`src/rtl/pipe_ctrl_pkg.sv`:
```
// Shared types and constants for the pipeline sequencing controller.
// Control word bit order: pc_we, ifid_we, idex_we, exmem_we, ifid_flush, idex_bubble, memwb_bubble.
package pipe_ctrl_pkg;

    typedef enum logic [1:0] {
        ST_BOOT     = 2'd0,
        ST_RUN      = 2'd1,
        ST_MEM_WAIT = 2'd2,
        ST_HALT     = 2'd3
    } state_e;

    typedef struct packed {
        logic pc_we;
        logic ifid_we;
        logic idex_we;
        logic exmem_we;
        logic ifid_flush;
        logic idex_bubble;
        logic memwb_bubble;
    } ctrl_t;

    localparam ctrl_t CTRL_BOOT   = ctrl_t'(7'b0111_111);
    localparam ctrl_t CTRL_FREEZE = ctrl_t'(7'b0000_001);
    localparam ctrl_t CTRL_FLUSH  = ctrl_t'(7'b1111_110);
    localparam ctrl_t CTRL_LU     = ctrl_t'(7'b0011_010);
    localparam ctrl_t CTRL_NORMAL = ctrl_t'(7'b1111_000);

    // A redirect squashes the ID instruction, so it outranks a load-use stall.
    function automatic ctrl_t run_decision(input logic redirect, input logic lu);
        if (redirect) begin
            return CTRL_FLUSH;
        end else if (lu) begin
            return CTRL_LU;
        end
        return CTRL_NORMAL;
    endfunction

endpackage

```
`src/rtl/pipe_ctrl_hazard_detect.sv`:
```
// Load-use hazard comparator: flags an ID instruction that reads the
// destination of a load currently in EX.
module pipe_ctrl_hazard_detect (
    input  logic       id_valid,
    input  logic       id_rs1_re,
    input  logic       id_rs2_re,
    input  logic [4:0] id_rs1_addr,
    input  logic [4:0] id_rs2_addr,
    input  logic       ex_valid,
    input  logic       ex_load,
    input  logic       ex_rd_we,
    input  logic [4:0] ex_rd_addr,
    output logic       lu
);

    logic [1:0] src_re;
    logic [4:0] src_addr [2];
    logic [1:0] src_hit;

    assign src_re      = {id_rs2_re, id_rs1_re};
    assign src_addr[0] = id_rs1_addr;
    assign src_addr[1] = id_rs2_addr;

    generate
        for (genvar gi = 0; gi < 2; gi++) begin : g_src
            assign src_hit[gi] = src_re[gi] && (src_addr[gi] == ex_rd_addr);
        end
    endgenerate

    // x0 is hardwired to zero, so a load targeting it never forwards anything.
    assign lu = ex_valid && ex_load && ex_rd_we && (ex_rd_addr != 5'd0)
                && id_valid && (|src_hit);

endmodule

```
`src/rtl/pipe_ctrl.sv`:
```
// Pipeline sequencing controller: boot hold, hazard/redirect/memory-stall
// arbitration and data-memory timeout. Optional counters via PIPE_CTRL_PERF_EN.
module pipe_ctrl
    import pipe_ctrl_pkg::*;
#(
    parameter int BOOT_CYCLES = 4,
    parameter int MEM_TIMEOUT = 255
) (
    input  logic        clk,
    input  logic        rst,
    input  logic        id_valid,
    input  logic        id_rs1_re,
    input  logic        id_rs2_re,
    input  logic [4:0]  id_rs1_addr,
    input  logic [4:0]  id_rs2_addr,
    input  logic        ex_valid,
    input  logic        ex_load,
    input  logic        ex_rd_we,
    input  logic [4:0]  ex_rd_addr,
    input  logic        ex_redirect,
    input  logic        mem_req,
    input  logic        mem_ready,
    output logic        pc_we,
    output logic        ifid_we,
    output logic        idex_we,
    output logic        exmem_we,
    output logic        ifid_flush,
    output logic        idex_bubble,
    output logic        memwb_bubble,
    output logic        mem_err
`ifdef PIPE_CTRL_PERF_EN
    ,
    output logic [31:0] perf_lu_stalls,
    output logic [31:0] perf_mem_stalls,
    output logic [31:0] perf_flushes
`endif
);

    localparam int         WAIT_W    = $clog2(MEM_TIMEOUT + 1);
    localparam logic [7:0] BOOT_LAST = 8'(BOOT_CYCLES - 1);

    state_e              state_q, state_d;
    logic [7:0]          boot_cnt_q, boot_cnt_d;
    logic [WAIT_W-1:0]   wait_cnt_q, wait_cnt_d;
    logic [WAIT_W-1:0]   wait_inc;
    logic                mem_err_q, mem_err_d;
    logic                lu;
    ctrl_t               ctrl;
    ctrl_t               ctrl_out;

    pipe_ctrl_hazard_detect u_hazard (
        .id_valid    (id_valid),
        .id_rs1_re   (id_rs1_re),
        .id_rs2_re   (id_rs2_re),
        .id_rs1_addr (id_rs1_addr),
        .id_rs2_addr (id_rs2_addr),
        .ex_valid    (ex_valid),
        .ex_load     (ex_load),
        .ex_rd_we    (ex_rd_we),
        .ex_rd_addr  (ex_rd_addr),
        .lu          (lu)
    );

    assign wait_inc = wait_cnt_q + 1'b1;

    always_comb begin
        state_d    = state_q;
        boot_cnt_d = boot_cnt_q;
        wait_cnt_d = wait_cnt_q;
        mem_err_d  = mem_err_q;
        ctrl       = CTRL_FREEZE;
        case (state_q)
            ST_BOOT: begin
                ctrl = CTRL_BOOT;
                if (boot_cnt_q == BOOT_LAST) begin
                    state_d = ST_RUN;
                end else begin
                    boot_cnt_d = boot_cnt_q + 8'd1;
                end
            end
            ST_RUN: begin
                if (mem_req && !mem_ready) begin
                    state_d    = ST_MEM_WAIT;
                    wait_cnt_d = '0;
                end else begin
                    ctrl = run_decision(ex_redirect, lu);
                end
            end
            ST_MEM_WAIT: begin
                if (mem_ready) begin
                    ctrl    = run_decision(ex_redirect, lu);
                    state_d = ST_RUN;
                end else begin
                    // Counter stops at MEM_TIMEOUT because HALT is taken on that edge.
                    wait_cnt_d = wait_inc;
                    if (wait_inc == WAIT_W'(MEM_TIMEOUT)) begin
                        state_d   = ST_HALT;
                        mem_err_d = 1'b1;
                    end
                end
            end
            default: begin
                ctrl = CTRL_FREEZE;
            end
        endcase
    end

    always_ff @(posedge clk) begin
        if (rst) begin
            state_q    <= ST_BOOT;
            boot_cnt_q <= '0;
            wait_cnt_q <= '0;
            mem_err_q  <= 1'b0;
        end else begin
            state_q    <= state_d;
            boot_cnt_q <= boot_cnt_d;
            wait_cnt_q <= wait_cnt_d;
            mem_err_q  <= mem_err_d;
        end
    end

    // Reset forces the boot pattern even before the state register has cleared.
    assign ctrl_out = rst ? CTRL_BOOT : ctrl;

    assign pc_we        = ctrl_out.pc_we;
    assign ifid_we      = ctrl_out.ifid_we;
    assign idex_we      = ctrl_out.idex_we;
    assign exmem_we     = ctrl_out.exmem_we;
    assign ifid_flush   = ctrl_out.ifid_flush;
    assign idex_bubble  = ctrl_out.idex_bubble;
    assign memwb_bubble = ctrl_out.memwb_bubble;
    assign mem_err      = mem_err_q;

`ifdef PIPE_CTRL_PERF_EN
    logic [31:0] perf_lu_q,    perf_lu_d;
    logic [31:0] perf_mem_q,   perf_mem_d;
    logic [31:0] perf_flush_q, perf_flush_d;
    logic        freeze_cyc;
    logic        decide_cyc;

    assign freeze_cyc = ((state_q == ST_RUN) && mem_req && !mem_ready)
                        || ((state_q == ST_MEM_WAIT) && !mem_ready);
    assign decide_cyc = ((state_q == ST_RUN) && !(mem_req && !mem_ready))
                        || ((state_q == ST_MEM_WAIT) && mem_ready);

    always_comb begin
        perf_lu_d    = perf_lu_q;
        perf_mem_d   = perf_mem_q;
        perf_flush_d = perf_flush_q;
        if (freeze_cyc) begin
            perf_mem_d = perf_mem_q + 32'd1;
        end
        if (decide_cyc && ex_redirect) begin
            perf_flush_d = perf_flush_q + 32'd1;
        end
        if (decide_cyc && !ex_redirect && lu) begin
            perf_lu_d = perf_lu_q + 32'd1;
        end
    end

    always_ff @(posedge clk) begin
        if (rst) begin
            perf_lu_q    <= '0;
            perf_mem_q   <= '0;
            perf_flush_q <= '0;
        end else begin
            perf_lu_q    <= perf_lu_d;
            perf_mem_q   <= perf_mem_d;
            perf_flush_q <= perf_flush_d;
        end
    end

    assign perf_lu_stalls  = perf_lu_q;
    assign perf_mem_stalls = perf_mem_q;
    assign perf_flushes    = perf_flush_q;
`else
    // Performance counters are not built in this configuration.
`endif

endmodule

```
`config.mk`:
```
export PLATFORM = sky130hd
export DESIGN_NAME = pipe_ctrl
export DESIGN_NICKNAME = d
export VERILOG_FILES = /design/src/rtl/pipe_ctrl_pkg.sv /design/src/rtl/pipe_ctrl_hazard_detect.sv /design/src/rtl/pipe_ctrl.sv
export SDC_FILE = /design/constraint.sdc
export NUM_CORES = 1
export LEC_CHECK = 0
export ABC_AREA = 0
export ABC_CLOCK_PERIOD_IN_PS = 4100
export BUFFER_PORTS_ARGS = -buffer_cell sky130_fd_sc_hd__buf_4
export CORE_ASPECT_RATIO = 1.25
export CORE_MARGIN = 4
export CORE_UTILIZATION = 45
export DETAILED_ROUTE_END_ITERATION = 16
export GPL_ROUTABILITY_DRIVEN = 0
export HOLD_SLACK_MARGIN = 0.05
export PLACE_DENSITY = 0.7
export REMOVE_ABC_BUFFERS = 1
export SLEW_MARGIN = 20
export SYNTH_ARGS = -nofsm -noshare
export SYNTH_HDL_FRONTEND = slang
export SYNTH_HIERARCHICAL = 1
export SYNTH_SLANG_ARGS = --single-unit
```
`constraint.sdc`:
```
create_clock -name clk -period 4.1 [get_ports clk]
set_input_delay 0.615 -clock clk [delete_from_list [all_inputs] [get_ports clk]]
set_output_delay 0.615 -clock clk [all_outputs]
set_load 0.03 [all_outputs]
```
==> run summary, run 1 <==
status: finished clean
Num CTS Buffers: 3
post-layout util: 58.7%
hold violation total from the final report: 0
Starting Density: 47.6%
Yosys cell types: 39
Seq/Total Area, Yosys: 29.2%
Slew Limit Headroom: 68.9%
Fin Setup TNS: 0 ns
1st-iter DRT viols: 28
Non-Filler Instances: 232
# Post-CTS Setup Buffers: 0
CTS clk-pin slew, worst paths: 0.12 ns
CTS tree: done
Critical Path Fanout Max: 5
die area: 3820 sq um
initial antenna violation count: 0
htree depth: 1
CORE AREA: 2730 sq um
reg2reg start: state_q[0]
Hold Path Class: reg2reg
Die Y: 68.1 um
flops & latches, synth: 19
hold buffers post-CTS: 0
Final HPWL DP: 2.48 mm
Detailed Routing Iterations Pass 1: 4
minimum clock period after layout: 2.94 ns
Post-DRT Antenna Nets: 0
Layout Nets: 234
diode count: 0
RSZ-0062 raised after global routing: no
clk buf depth: 2
Critical Path Start Type: register
max_cap viols: 0
row cnt: 21
Routed WL: 3.05 mm
Synth Cell Area: 1300 sq um
Sink Count: 19
Final Max Tran Viols: 0
GRT Overall Usage: 16.2%
Worst Hold End: boot_cnt_q[7]
R2R cell count: 7
CP endpoint kind: output port
R2R setup slack: 2.00 ns
Clock Latency Late Sink: 0.30 ns
Critical Path RT: 3.48 ns
# DRC: 0
placed insts: 228
# resized after CTS: 0
largest net degree at the start of global routing: 26
Worst VDD drop: 0.000284 V
first-pass GRT wire length: 5.09 mm
vias in the first global route: 1244
Root Buffer: clkbuf_4
chip width: 56.1 um
Ys Warns: 6
area growth from synthesis to layout: 23.2%
routed via count: 1269
reg2reg end: wait_cnt_q[4]
Via density: 5.47
Slew @ Worst Pin: 0.465 ns
Fin Clk Skew: 0.00235 ns
fraction of layout instances using a drive strength above 1: 21.2%
Arr. time, crit path: 2.33 ns
average routed wire per standard cell: 13.2 um
Buffers on Ports: 33
GRT Residual Overflow: 0
FMAX: 340 MHz
WS Path Type: reg2out
Final setup viols: 0
power per cell area: 362 nW/um^2
fin crit share: 71.7%
hold_sp: boot_cnt_q[7]
cells after synthesis: 165
static leakage: 0.000682 uW
Hold Path Cell Cnt: 2
num ports: 34
Mean Syn Cell Area: 7.89 sq um
layer usage:
metal,wire length (um),GRT usage (%),up-vias
li1,-,-,651
met1,1250,16.6,600
met2,1720,34.5,15
met3,70,2.45,3
met4,23,3.26,0
met5,0,0,-
where the power goes:
group | internal [uW] | total (uW) | switching, uW
combinational | 115 | 262 | 147
clock | 37.2 | 101 | 64.1
sequential | 200 | 217 | 17.1
total | 352 | 580 | 228
per-stage QoR:
step,hold WS [ns],total power (uW),cell area (sq um),setup slack (ns)
after detailed placement,0.466,485,1570,1.32
after CTS,0.504,587,1600,1.14
after floorplan,0.443,400,1280,0.952
final,0.501,580,1600,1.16
after global routing,0.539,627,1600,0.995
after global placement,0.472,479,1570,1.36
cell families (layout without fill, tap and decap cells):
family | after synthesis | after routing | share of synthesized area, %
buf+inv | 10 | 43 | 3.17
simple gates | 72 | 72 | 27.5
compound gates | 35 | 35 | 17.7
fa+ha+maj | 9 | 9 | 8.65
mux | 2 | 2 | 1.63
xor+xnor | 18 | 18 | 12.1
flops | 19 | 19 | 29.2
Yosys cell counts:
cell type	instances	share of area, %
a2111oi_0	1	0.67
a211oi_1	1	0.58
a211oi_2	1	0.96
a21boi_1	1	0.58
a21o_1	3	1.7
a21oi_1	12	4.6
a221oi_2	1	1.2
a311oi_1	1	0.67
a31o_2	1	0.67
a31oi_1	1	0.48
a41oi_1	1	0.67
and2_1	1	0.48
and3_1	1	0.48
and4_1	1	0.67
buf_4	1	0.58
clkbuf_1	3	0.87
dfxtp_1	19	29
ha_1	9	8.7
inv_1	6	1.7
mux2_1	1	0.87
mux2i_1	1	0.77
nand2_1	8	2.3
nand2b_1	3	1.4
nand3_1	4	1.5
nand3b_1	2	1.2
nand4_1	6	2.9
nor2_1	27	7.8
nor2b_1	2	0.96
nor3_1	7	2.7
nor4_1	2	0.96
nor4b_1	1	0.67
o21ai_0	8	3.1
o21bai_1	2	1.2
o32ai_1	1	0.67
or2_2	2	0.96
or3_1	4	1.9
or4_1	1	0.58
xnor2_1	3	2.0
xor2_1	15	10
worst max-delay path, cell delays in order (launching register included):
cell,delay [ns]
dfxtp_1,0.43
inv_1,0.11
ha_1,0.24
or2_2,0.32
a21o_1,0.20
a21oi_1,0.15
o21bai_1,0.11
or2_2,0.30
buf_4,0.17
cell usage in the layout, fill, tap and decap left out, types with 2 or more instances in the layout:
cell,netlist,layout
buf_4,1,33
or3_1,4,4
xor2_1,15,15
nand3_1,4,4
nor2_1,27,27
ha_1,9,9
a21o_1,3,3
or2_2,2,2
nand3b_1,2,2
clkbuf_4,0,3
nor3_1,7,7
xnor2_1,3,3
dfxtp_1,19,19
o21ai_0,8,8
inv_1,6,6
nand4_1,6,6
nand2_1,8,8
nand2b_1,3,3
a21oi_1,12,12
nor4_1,2,2
o21bai_1,2,2
nor2b_1,2,2
worst max path at each step:
stage / start / end / slack [ns] / cells past startpoint
2_1_floorplan: id_rs2_addr[0] / pc_we / 0.95 / 5
3_3_place_gp: ex_rd_addr[0] / ifid_we / 1.36 / 8
3_5_place_dp: ex_rd_addr[2] / ifid_we / 1.32 / 8
4_1_cts: state_q[0] / ifid_we / 1.14 / 8
5_1_grt: state_q[0] / ifid_we / 1.0 / 8
6_report: state_q[0] / ifid_we / 1.16 / 8
final cells by class:
type,count,area [sq um]
inverters,6,22.5
well taps,34,42.5
fillers,278,1130
flip-flops and latches,19,380
clock inverters,1,7.51
clock buffers,3,22.5
repair buffers,33,248
multi-input cells,136,880
registers in the layout, indices dropped and copies added, names as in the netlist:
name and cells:
mem_err 1, state_q 2, boot_cnt_q 8, wait_cnt_q 8
No activity file was read; power rests on OpenSTA's default activity.
==> run 2: changes to the inputs <==
- ABC_CLOCK_PERIOD_IN_PS: 4100 -> 2750
- clock period: 4.1 -> 2.75 ns (I/O delays scaled with it)
==> run 2 against run 1 <==
  * Non-clock buffer count is 1 higher
  * Final cell count is 0.43% higher
  * Via count is 0.32% higher
  * Sequential share of layout area hardly changed
  * Register-to-register slack worse by 1.3 ns
  * Sequential cell count stayed put
  * Worst hold slack worse by 0.070 ns
  * Clock skew is 0.0011 ns higher
  * Die area stayed put
  * Global-route usage hardly changed
  * Critical path type unchanged
  * Critical endpoint unchanged
==> run summary, run 2 (synthesis gave the netlist of run 1 again) <==
hold buffers post-CTS: 0
vias in the first global route: 1280
Post-DRT Antenna Nets: 0
minimum clock period after layout: 2.66 ns
Die Y: 68.1 um
initial antenna violation count: 0
Num CTS Buffers: 3
fin crit share: 96.7%
# DRC: 0
clk buf depth: 2
commonest non-fill, non-tap cell in the layout: buf_4
power per cell area: 551 nW/um^2
largest net degree at the start of global routing: 26
Worst VDD drop: 0.000297 V
Critical Path Start Type: register
Via density: 5.46
Tot Pwr: 894 uW
1st-iter DRT viols: 15
reg2reg start: state_q[1]
die area: 3820 sq um
WS Path Type: reg2out
placed insts: 228
reg2reg end: state_q[0]
GRT Residual Overflow: 0
CORE AREA: 2730 sq um
status: finished clean
CTS clk-pin slew, worst paths: 0.12 ns
Clock Latency Late Sink: 0.31 ns
Final HPWL DP: 2.47 mm
CP endpoint: ifid_we
Critical Path Start: state_q[0]
hold violation total from the final report: 0
first-pass GRT wire length: 4.96 mm
CTS tree: done
average routed wire per standard cell: 13.3 um
CP endpoint kind: output port
Non-Filler Instances: 233
R2R setup slack: 0.69 ns
Fin Clk Skew: 0.00341 ns
Buffers on Ports: 33
Final setup viols: 0
WHS: 0.431 ns
Root Buffer: clkbuf_4
Sink Count: 19
R2R cell count: 6
Layout Nets: 235
Starting Density: 47.6%
Slew @ Worst Pin: 0.523 ns
area growth from synthesis to layout: 24.6%
Critical Path RT: 2.34 ns
htree depth: 1
GRT Overall Usage: 16.2%
Fin Setup TNS: 0 ns
Routed WL: 3.11 mm
Detailed Routing Iterations Pass 1: 4
Arr. time, crit path: 2.25 ns
routed via count: 1273
Final Max Tran Viols: 0
Slew Limit Headroom: 64.2%
diode count: 0
chip width: 56.1 um
largest registers: boot_cnt_q: 8 flops, wait_cnt_q: 8 flops, state_q: 2 flops
row cnt: 21
most frequent cells in the layout: buf_4, nor2_1, dfxtp_1
Hold Path Class: in2reg
FMAX: 376 MHz
max_cap viols: 0
Critical Path Fanout Max: 5
num ports: 34
static leakage: 0.000687 uW
fraction of layout instances using a drive strength above 1: 23.6%
-- run 2: cell types whose count changed in the layout (fill, tap and decap cells not counted) --
cell     delta
buf_4       +1
dfxtp_4     +1
a21oi_1     -1
dfxtp_2     +1
dfxtp_1     -2
ha_1        -1
ha_2        +1
a21oi_2     +1
-- run 2: worst max-delay path, stage by stage, from the launching register on --
cell,delay (ns)
dfxtp_4,0.39
inv_1,0.07
ha_1,0.23
or2_2,0.33
a21o_1,0.21
a21oi_2,0.13
o21bai_1,0.10
or2_2,0.31
buf_4,0.17
-- run 2: final cells by class --
class                   count  area [sq um]
repair buffers             34           255
flip-flops and latches     19           385
clock buffers               3          22.5
inverters                   6          22.5
fillers                   262          1110
clock inverters             1          7.51
multi-input cells         136           886
well taps                  34          42.5
-- run 2: stage by stage --
stage	utilization [%]	setup slack, ns	instance area [sq um]
3_3_place_gp	57.6	0.422	1570
3_5_place_dp	57.6	0.379	1570
4_1_cts	58.7	0.0130	1600
6_report	59.3	0.0903	1620
5_1_grt	59.3	-0.0230	1620
2_1_floorplan	-	-0.0931	1280
-- run 2: timing repair --
| item | CTS | global route |
|---|---|---|
| resized for setup | 0 | 5 |
| endpoints found under the setup margin | 0 | 1 |
| buffers inserted | 0 | 1 |
-- run 2: per-layer routing --
layer	global-route usage, %	vias to the layer above	wire length (um)
li1	-	655	-
met1	16.6	586	1250
met2	31.4	26	1710
met3	2.64	6	100
met4	8.90	0	51
met5	0	-	0
-- run 2: report_power, final --
part / switching (uW) / total, uW / internal (uW)
clock network: 101 / 157 / 55.6
logic: 229 / 411 / 182
registers: 23.8 / 326 / 302
total: 354 / 894 / 540
-- run 2: how the worst min path moves through the flow --
| stage | start | end | slack (ns) | depth (start not counted) |
|---|---|---|---|---|
| after global placement | mem_err | mem_err | 0.48 | 2 |
| after CTS | rst | boot_cnt_q[7] | 0.42 | 2 |
| after global routing | rst | boot_cnt_q[4] | 0.44 | 2 |
| after floorplan | wait_cnt_q[7] | wait_cnt_q[7] | 0.44 | 1 |
| final | rst | wait_cnt_q[2] | 0.43 | 2 |
| after detailed placement | mem_err | mem_err | 0.47 | 2 |
